File: config.mk
export PLATFORM = sky130hd
export DESIGN_NAME = fuzz_top
export DESIGN_NICKNAME = d
export VERILOG_FILES = /design/src/rtl/fuzz_top.sv
export SDC_FILE = /design/constraint.sdc
export NUM_CORES = 1
export LEC_CHECK = 0
export ABC_AREA = 0
export CAP_MARGIN = 20
export CORE_ASPECT_RATIO = 1.2
export CORE_MARGIN = 4
export CORE_UTILIZATION = 50
export CTS_BUF_LIST = sky130_fd_sc_hd__clkbuf_4
export CTS_CLUSTER_DIAMETER = 30
export DETAILED_ROUTE_END_ITERATION = 10
export PLACE_DENSITY = 0.89
export SLEW_MARGIN = 40
export SYNTH_ARGS = -nofsm -noshare
export SYNTH_HDL_FRONTEND = slang
export SYNTH_SLANG_ARGS = --single-unit
File: constraint.sdc
create_clock -name clk -period 6.3 [get_ports clk]
set_clock_uncertainty 0.05 [all_clocks]
set_input_delay 1.89 -clock clk [delete_from_list [all_inputs] [get_ports clk]]
set_output_delay 1.89 -clock clk [all_outputs]
set_load 0.02 [all_outputs]
File: src/rtl/fuzz_top.sv
// fuzz_top: registered multi-function datapath for the rewiring fuzz harness.
// One 154-bit stimulus vector in, one 159-bit registered result vector out.
// Every output bit is driven straight from a flop; latency is one cycle.
module fuzz_top (
    input  logic         clk,
    input  logic         rst,
    input  logic [153:0] in_flat,
    output logic [158:0] out_flat
);

    localparam logic [31:0] LFSR_MASK = 32'h8020_0003;
    localparam logic [31:0] LFSR_SEED = 32'h0000_0001;

    typedef enum logic [1:0] {
        OP_ADD = 2'b00,
        OP_SUB = 2'b01,
        OP_AND = 2'b10,
        OP_XOR = 2'b11
    } alu_op_e;

    // ---------------------------------------------------------------
    // Stimulus field decode
    // ---------------------------------------------------------------
    logic [31:0] a, b, c, d;
    alu_op_e     op;
    logic        acc_en, acc_clr;
    logic [4:0]  rot_amt;
    logic        rot_dir;
    logic        lfsr_load, lfsr_step;
    logic        cnt_en, cnt_load, cnt_dir;

    assign a         = in_flat[31:0];
    assign b         = in_flat[63:32];
    assign c         = in_flat[95:64];
    assign d         = in_flat[127:96];
    assign op        = alu_op_e'(in_flat[129:128]);
    assign acc_en    = in_flat[130];
    assign acc_clr   = in_flat[131];
    assign rot_amt   = in_flat[136:132];
    assign rot_dir   = in_flat[137];
    assign lfsr_load = in_flat[138];
    assign lfsr_step = in_flat[139];
    assign cnt_en    = in_flat[140];
    assign cnt_load  = in_flat[141];
    assign cnt_dir   = in_flat[142];

    // Reserved control bits are deliberately ignored.
    logic unused_reserved;
    assign unused_reserved = ^in_flat[153:143];

    // ---------------------------------------------------------------
    // State
    // ---------------------------------------------------------------
    logic [31:0] alu_q, alu_d;
    logic        zero_q, zero_d;
    logic        carry_q, carry_d;
    logic [31:0] rot_q, rot_d;
    logic [5:0]  pop_q, pop_d;
    logic [5:0]  clz_q, clz_d;
    logic [31:0] acc_q, acc_d;
    logic        acc_ovf_q, acc_ovf_d;
    logic [31:0] lfsr_q, lfsr_d;
    logic [15:0] cnt_q, cnt_d;

    // ---------------------------------------------------------------
    // Combinational next-state
    // ---------------------------------------------------------------
    logic [32:0] alu_sum;
    logic [32:0] acc_sum;
    logic [63:0] rot_left, rot_right;

    assign alu_sum   = {1'b0, a} + {1'b0, b};
    assign acc_sum   = {1'b0, acc_q} + {1'b0, d};
    // Rotating a doubled copy turns a rotate into a plain shift; amt 0 passes c.
    assign rot_left  = {c, c} << rot_amt;
    assign rot_right = {c, c} >> rot_amt;

    // ALU result, carry/no-borrow flag and zero flag from the current operands
    always_comb begin
        // NOTE: defaults first so no path leaves a variable unassigned (no latch).
        alu_d   = '0;
        carry_d = 1'b0;
        unique case (op)
            OP_ADD: begin
                alu_d   = alu_sum[31:0];
                carry_d = alu_sum[32];
            end
            OP_SUB: begin
                alu_d   = a - b;
                carry_d = (a >= b);
            end
            OP_AND: alu_d = a & b;
            OP_XOR: alu_d = a ^ b;
            default: alu_d = '0;
        endcase
        zero_d = (alu_d == 32'd0);
    end

    // Rotator output select by direction
    always_comb begin
        rot_d = rot_dir ? rot_right[31:0] : rot_left[63:32];
    end

    // Population count of d
    always_comb begin
        pop_d = '0;
        for (int i = 0; i < 32; i++) begin
            pop_d = pop_d + {5'b0, d[i]};
        end
    end

    // Leading-zero count of b; the highest set bit wins, b = 0 gives 32
    always_comb begin
        clz_d = 6'd32;
        for (int i = 0; i < 32; i++) begin
            if (b[i]) begin
                clz_d = 6'(31 - i);
            end
        end
    end

    // Accumulator with sticky overflow; clear beats enable
    always_comb begin
        acc_d     = acc_q;
        acc_ovf_d = acc_ovf_q;
        if (acc_clr) begin
            acc_d     = '0;
            acc_ovf_d = 1'b0;
        end else if (acc_en) begin
            acc_d     = acc_sum[31:0];
            acc_ovf_d = acc_ovf_q | acc_sum[32];
        end
    end

    // Galois LFSR; load beats step and a zero seed is replaced so it never locks up
    always_comb begin
        lfsr_d = lfsr_q;
        if (lfsr_load) begin
            lfsr_d = (c == 32'd0) ? LFSR_SEED : c;
        end else if (lfsr_step) begin
            lfsr_d = (lfsr_q >> 1) ^ (lfsr_q[0] ? LFSR_MASK : 32'd0);
        end
    end

    // Up/down counter; load beats count
    always_comb begin
        cnt_d = cnt_q;
        if (cnt_load) begin
            cnt_d = a[15:0];
        end else if (cnt_en) begin
            cnt_d = cnt_dir ? (cnt_q - 16'd1) : (cnt_q + 16'd1);
        end
    end

    // ---------------------------------------------------------------
    // Registers
    // ---------------------------------------------------------------

    // Per-cycle result registers (no enables)
    always_ff @(posedge clk or posedge rst) begin
        if (rst) begin
            // NOTE: non-blocking assignments so every flop samples pre-edge values.
            alu_q   <= '0;
            zero_q  <= 1'b0;
            carry_q <= 1'b0;
            rot_q   <= '0;
            pop_q   <= '0;
            clz_q   <= '0;
        end else begin
            alu_q   <= alu_d;
            zero_q  <= zero_d;
            carry_q <= carry_d;
            rot_q   <= rot_d;
            pop_q   <= pop_d;
            clz_q   <= clz_d;
        end
    end

    // Stateful units: accumulator, LFSR, counter
    always_ff @(posedge clk or posedge rst) begin
        if (rst) begin
            acc_q     <= '0;
            acc_ovf_q <= 1'b0;
            lfsr_q    <= LFSR_SEED;
            cnt_q     <= '0;
        end else begin
            acc_q     <= acc_d;
            acc_ovf_q <= acc_ovf_d;
            lfsr_q    <= lfsr_d;
            cnt_q     <= cnt_d;
        end
    end

    assign out_flat = {clz_q, acc_ovf_q, carry_q, zero_q, pop_q,
                       cnt_q, lfsr_q, rot_q, acc_q, alu_q};

endmodule

==> impl_metrics.env, run 1 <==
export IMPL_ios=315
export IMPL_cts_sinks=159
export IMPL_die_y_microns=205
export IMPL_synth_edf_count=0
export IMPL_fin_crit_sh_pct=98.4
export IMPL_cts_max_level=4
export IMPL_layout_common_cells="295 x clkdlybuf4s50_1, 271 x nor2_1, 192 x nand2_1"
export IMPL_gr_total_overflow=0
export IMPL_fin_nets=2695
export IMPL_finalCriticalPeriod_ns=6.20
export IMPL_yosysUniqueCellTypes=93
export IMPL_vias=17400
export IMPL_antenna_found_initial=3
export IMPL_post_cts_repair_setup_buffers=0
export IMPL_p_leak_nw=9.36
export IMPL_holdPathStages=2
export IMPL_intPower_mw=2.80
export IMPL_die_area_sq_um=35300
export IMPL_power_share_clock_pct=14.6
export IMPL_async_flop_share_pct=100
export IMPL_final_common_cell="clkdlybuf4s50_1"
export IMPL_status="finished, final reports clean"
export IMPL_r2r_start="acc_q[0]$_DFFE_PP0P_"
export IMPL_synthFlopType="dfrtp_1"
export IMPL_pwr_share_comb_pct=58.8
export IMPL_fin_setup_tns_ns=0
export IMPL_via_per_inst=6.19
export IMPL_path_clk_slew_ns=0.15
export IMPL_reg2reg_to="acc_q[30]$_DFFE_PP0P_"
export IMPL_post_route_util_pct=65.6
export IMPL_track_usage_pct=31.2
export IMPL_min_to="acc_q[10]$_DFFE_PP0P_"
export IMPL_cts_hold_buf=0
export IMPL_switching_power_mw=2.11
export IMPL_wl_per_cell_microns=20.0
export IMPL_place_congestion=0.953
export IMPL_seq_area_frac_synth_pct=24.6
export IMPL_grt_pass1_wl_microns=89200
export IMPL_crit_path_max_fanout=2
export IMPL_crit_path_start_kind="input pin"
export IMPL_switching_share_pct=42.9
export IMPL_dpl_worst_slack_ns=-0.487
export IMPL_cts_resized=0
export IMPL_crit_required_ns=6.76
export IMPL_cts_root_buf="clkbuf_4"
export IMPL_synthCells=2032
export IMPL_drive_gt1_share_pct=12.8
export IMPL_worstMarginPinSlew_ns=0.806
export IMPL_final_setup_viol_count=0
export IMPL_dp_hpwl_microns=44100
export IMPL_min_from="acc_q[10]$_DFFE_PP0P_"
export IMPL_ys_warn_count=0
export IMPL_syn_area_sq_um=16200
export IMPL_wirelength_microns=56200
export IMPL_clk_path_buf_depth=2
export IMPL_synth_fp_nets=2333
export IMPL_fin_ws_ns=0.100
export IMPL_min_path_type="register to register"
export IMPL_worst_r2r_cell_count=14
export IMPL_port_buffer_count=303
export IMPL_drt_initial_drc_count=1622
export IMPL_cap_viol_max_count=0
export IMPL_r2r_setup_slack_ns=2.26
export IMPL_criticalPathCategory="input pin to register"
export IMPL_insertion_delay_ns=0.62
export IMPL_rsz0062_at_grt="no"
export IMPL_grt_max_degree=87
export IMPL_coreArea_sq_um=31600
export IMPL_cts_tree="yes"
export IMPL_ir_drop_mv=0.247
export IMPL_initial_core_util_pct=51.2
export IMPL_syn_to_final_growth_pct=28.1
export IMPL_slew_viol_final=0
export IMPL_cts_made_buffers=17
export IMPL_grt_pass1_vias=17300
export IMPL_worst_ep_arrival_time_ns=6.66
export IMPL_avgSynthCellArea_sq_um=7.96
export IMPL_fmax_ghz=0.161
export IMPL_first_pass_iters=7
export IMPL_hold_violations=0
export IMPL_num_rows=71
export IMPL_cp_end_kind="register"
export IMPL_route_detailed_drc=0
export IMPL_synth_seq_cells=159
export IMPL_whs_ns=0.530
export IMPL_ant_nets=0
export IMPL_die_x_microns=172
export IMPL_seqPwrFrac_pct=26.6
export IMPL_slew_headroom_pct=45.6
export IMPL_p_per_area_nw_per_um2=237
==> synthesized netlist by cell type, types with 5 or more instances <==
| library cell | n | share of area [%] |
|---|---|---|
| a211o_1 | 19 | 1.0 |
| a31oi_1 | 43 | 1.7 |
| mux2i_1 | 63 | 3.9 |
| nand2_1 | 192 | 4.5 |
| and3_1 | 19 | 0.73 |
| and2_1 | 9 | 0.35 |
| or4_1 | 8 | 0.37 |
| clkbuf_1 | 87 | 2.0 |
| xor2_1 | 13 | 0.70 |
| a2111oi_0 | 7 | 0.38 |
| or3_1 | 13 | 0.50 |
| o31ai_1 | 17 | 0.79 |
| nand2b_1 | 19 | 0.73 |
| or2_2 | 20 | 0.77 |
| o311ai_0 | 12 | 0.65 |
| nor3_1 | 60 | 1.9 |
| ha_1 | 117 | 9.0 |
| o41ai_1 | 5 | 0.27 |
| xnor2_1 | 31 | 1.7 |
| o21a_1 | 14 | 0.65 |
| nand4_1 | 10 | 0.39 |
| nor2b_1 | 45 | 1.7 |
| mux2_2 | 33 | 2.3 |
| o211ai_1 | 32 | 1.5 |
| a21oi_1 | 117 | 3.6 |
| a32oi_1 | 5 | 0.27 |
| o21ai_0 | 142 | 4.4 |
| inv_1 | 122 | 2.8 |
| nor2_1 | 271 | 6.3 |
| a22o_1 | 8 | 0.43 |
| buf_2 | 10 | 0.31 |
| nand3_1 | 21 | 0.65 |
| a211oi_1 | 36 | 1.7 |
| fa_1 | 28 | 3.5 |
| a221oi_1 | 8 | 0.43 |
| a21o_1 | 30 | 1.4 |
| mux4_2 | 23 | 3.2 |
| buf_1 | 20 | 0.46 |
| nor4_1 | 27 | 1.0 |
| o21bai_1 | 24 | 1.1 |
| dfrtp_1 | 158 | 24 |
==> metal layers <==
| metal | global-route usage, % | routed length (microns) |
|---|---|---|
| met1 | 37.5 | 21300 |
| met2 | 54.9 | 28100 |
| met3 | 4.83 | 4250 |
| met4 | 13.6 | 2560 |
| met5 | 0 | 0 |
==> area by class of cell <==
cell class                 instances  area, sq um
tap                              401          502
multi-input combinational       1628        11300
clock buffer                      17          128
timing repair buffer             465         4220
clock inverter                    15          169
fill                            2577        10900
antenna                            4         10.0
sequential                       159         3980
inverter                         123          469
==> power by group through the flow <==
stage	sequential [mW]	clock, mW	combinational (mW)
5_1_grt	1.32	0.767	3.15
2_1_floorplan	1.50	0	1.51
6_report	1.30	0.717	2.88
3_3_place_gp	1.32	0	2.70
4_1_cts	1.30	0.725	2.85
3_5_place_dp	1.32	0	2.83
==> cell families after synthesis <==
kind of cell / after synthesis / share of synthesized area (%)
compound gates: 585 / 24.1
xor+xnor: 44 / 2.38
fa+ha+maj: 145 / 12.5
buf+inv: 245 / 5.92
flops: 159 / 24.6
mux: 119 / 9.39
simple gates: 735 / 21.1
==> critical path: stages <==
cell             delay [ns]
clkdlybuf4s50_1        0.48
inv_1                  0.07
fa_1                   0.51
fa_1                   0.51
inv_1                  0.06
fa_1                   0.49
inv_1                  0.05
fa_1                   0.48
fa_1                   0.54
fa_1                   0.43
inv_1                  0.07
ha_1                   0.16
inv_1                  0.07
fa_1                   0.45
inv_1                  0.08
a21o_1                 0.11
a21oi_1                0.08
xnor2_1                0.13
==> registers in the layout, summed over array words and instances, names as in the netlist <==
register   flops
acc_ovf_q      1
acc_q         32
alu_q         32
carry_q        1
clz_q          6
cnt_q         16
lfsr_q        32
pop_q          6
rot_q         32
zero_q         1
==> stage by stage <==
step | std cells | power, mW | area, sq um
2_1_floorplan | 2032 | 3.01 | 16200
3_3_place_gp | 2776 | 4.02 | 20400
3_5_place_dp | 2776 | 4.15 | 20400
4_1_cts | 2808 | 4.88 | 20700
5_1_grt | 2811 | 5.24 | 20700
6_report | 2812 | 4.90 | 20700
==> worst max path at each step <==
stage | from | to | cells past startpoint
after floorplan | rst | acc_ovf_q$_DFFE_PP0P_ | 1
after global placement | in_flat[32] | zero_q$_DFF_PP0_ | 17
after detailed placement | in_flat[119] | pop_q[4]$_DFF_PP0_ | 18
after CTS | in_flat[119] | pop_q[4]$_DFF_PP0_ | 18
after global routing | in_flat[119] | pop_q[4]$_DFF_PP0_ | 18
final | in_flat[119] | pop_q[4]$_DFF_PP0_ | 18
Note: power is estimated with default switching activity, not from simulation.
==> run 2: changes to the inputs <==
Settings changed: CAP_MARGIN 20 to unset, PLACE_DENSITY 0.89 to 0.85.
Clock period 6.3 ns to 6 ns, I/O delays scaled along.
==> run 2 against run 1 <==
- combinational power rose by 7%
- first-iteration DRC count rose by 14%
- clock-buffer cell count rose by 2
- wire length fell by 0.89%
- via count rose by 0.72%
- core utilization rose by 1.7 points
- worst hold slack improved by 0.0035 ns
- register-to-register slack got worse by 0.12 ns
- largest cell class unchanged
- highest routed layer is now met5
==> impl_metrics.env, run 2 (synthesized netlist as in run 1, its figures left out) <==
export IMPL_status="finished, final reports clean"
export IMPL_final_cell_count_no_fill=2862
export IMPL_path_clk_slew_ns=0.15
export IMPL_crit_slowest_cell="or4_4"
export IMPL_crit_path_max_fanout=9
export IMPL_r2r_setup_slack_ns=2.14
export IMPL_via_per_inst=6.13
export IMPL_cp_end_kind="register"
export IMPL_fin_setup_tns_ns=0
export IMPL_syn_to_final_growth_pct=31.4
export IMPL_grtUsageMet1_pct=38.4
export IMPL_fin_ws_ns=0.0859
export IMPL_cts_hold_buf=0
export IMPL_clk_path_buf_depth=2
export IMPL_route_detailed_drc=0
export IMPL_vias=17500
export IMPL_die_x_microns=172
export IMPL_cts_sinks=159
export IMPL_worstMarginPinSlew_ns=0.848
export IMPL_crit_required_ns=6.46
export IMPL_fin_area_sq_um=21300
export IMPL_criticalPathCategory="input pin to register"
export IMPL_dp_hpwl_microns=43700
export IMPL_whs_ns=0.533
export IMPL_cts_root_buf="clkbuf_4"
export IMPL_fmax_ghz=0.169
export IMPL_insertion_delay_ns=0.58
export IMPL_initial_core_util_pct=51.2
export IMPL_cap_viol_max_count=0
export IMPL_die_area_sq_um=35300
export IMPL_port_buffer_count=303
export IMPL_gr_total_overflow=0
export IMPL_cts_max_level=4
export IMPL_min_from="acc_q[17]$_DFFE_PP0P_"
export IMPL_met2_usage_pct=52.5
export IMPL_coreArea_sq_um=31600
export IMPL_fin_crit_sh_pct=98.6
export IMPL_num_rows=71
export IMPL_final_common_cell="clkdlybuf4s50_1"
export IMPL_place_congestion=1.01
export IMPL_cts_tree="yes"
export IMPL_slew_headroom_pct=43.3
export IMPL_grt_use_met3_pct=4.73
export IMPL_final_setup_viol_count=0
export IMPL_antenna_found_initial=2
export IMPL_ir_drop_mv=0.223
export IMPL_max_stage_delay_ns=0.54
export IMPL_grt_pass1_wl_microns=87600
export IMPL_placed_cells=2826
export IMPL_finalCriticalPeriod_ns=5.91
export IMPL_min_path_type="register to register"
export IMPL_die_y_microns=205
export IMPL_drive_gt1_share_pct=15.2
export IMPL_wl_per_cell_microns=19.5
export IMPL_holdPathStages=1
export IMPL_rsz0062_at_grt="no"
export IMPL_r2r_start="acc_q[0]$_DFFE_PP0P_"
export IMPL_cp_cell_sequence="clkdlybuf4s50_1 > inv_1 > ha_1 > buf_4 > o21a_1 > o21a_1 > o21ai_1 > a21oi_2 > a31o_1 > nand2b_1 > a32o_1 > or3_4 > or4b_1 > or4_4 > or4b_4 > nor4_2"
export IMPL_dpl_cell_area_sq_um=20800
export IMPL_min_to="acc_q[17]$_DFFE_PP0P_"
export IMPL_drt_initial_drc_count=1846
export IMPL_wirelength_microns=55700
export IMPL_cts_made_buffers=17
export IMPL_crit_path_start_kind="input pin"
export IMPL_reg2reg_to="acc_q[30]$_DFFE_PP0P_"
export IMPL_slew_viol_final=0
export IMPL_track_usage_pct=30.7
export IMPL_grt_pass1_vias=17000
export IMPL_hold_violations=0
export IMPL_top_usage_layer="met2"
export IMPL_layout_common_cells="280 x clkdlybuf4s50_1, 271 x nor2_1, 215 x buf_4"
export IMPL_fin_nets=2748
export IMPL_ant_nets=0
export IMPL_post_route_util_pct=67.2
export IMPL_p_per_area_nw_per_um2=242
export IMPL_worst_r2r_cell_count=14
export IMPL_p_leak_nw=9.76
export IMPL_ios=315
export IMPL_cpMostUsedCell="o21a_1"
export IMPL_worst_ep_arrival_time_ns=6.38
export IMPL_finalPower_mw=5.15
export IMPL_first_pass_iters=6
export IMPL_dpl_worst_slack_ns=-0.740
export IMPL_grt_max_degree=65
-- run 2: changes by cell type in the layout (fill, tap and decap cells not counted), moves of 3 or more --
cell | before | now
diode_2 | 4 | 1
buf_4 | 166 | 215
clkdlybuf4s50_1 | 295 | 280
or4_1 | 8 | 5
dlymetal6s2s_1 | 0 | 14
or4_4 | 1 | 4
-- run 2: worst max-delay path by stage --
stage,startpoint,to,slack (ns),cells after the start
floorplan,in_flat[119],pop_q[4]$_DFF_PP0_,0.05,17
global placement,in_flat[32],zero_q$_DFF_PP0_,-0.69,16
detailed placement,in_flat[32],zero_q$_DFF_PP0_,-0.74,16
CTS,in_flat[32],zero_q$_DFF_PP0_,-0.02,16
global route,in_flat[101],pop_q[4]$_DFF_PP0_,0.008,16
finish,in_flat[34],zero_q$_DFF_PP0_,0.09,16
-- run 2: power breakdown --
group	switching [mW]	internal, mW
Clock	0.450	0.267
Combinational	1.60	1.47
Sequential	0.115	1.25
-- run 2: layout make-up --
class / count / area [sq um]
multi-input combinational: 1628 / 11300
fill: 2486 / 10400
timing repair buffer: 518 / 4690
sequential: 159 / 3980
tap: 401 / 502
inverter: 123 / 465
clock inverter: 13 / 151
clock buffer: 19 / 143
antenna: 1 / 2.50
-- run 2: worst max-delay path: cells and delay by family --
family | cells | cell delay, ns
adder cells (fa/ha/maj) | 1 | 0.34
AO/OA/AOI/OAI | 6 | 1.23
AND/OR/NAND/NOR | 6 | 2.22
buffers and inverters | 3 | 0.77
-- run 2: routing by layer --
layer / wire length (microns) / vias to the layer above
met5: 13 / -
met4: 2470 / 2
met3: 4160 / 193
met2: 27100 / 894
met1: 22000 / 8284
li1: - / 8163
-- run 2: timing repair --
action                     in CTS  in global routing
buffers inserted                0                  3
resized for setup               5                 24
pin swaps                       4                 21
setup endpoints to repair       2                  4
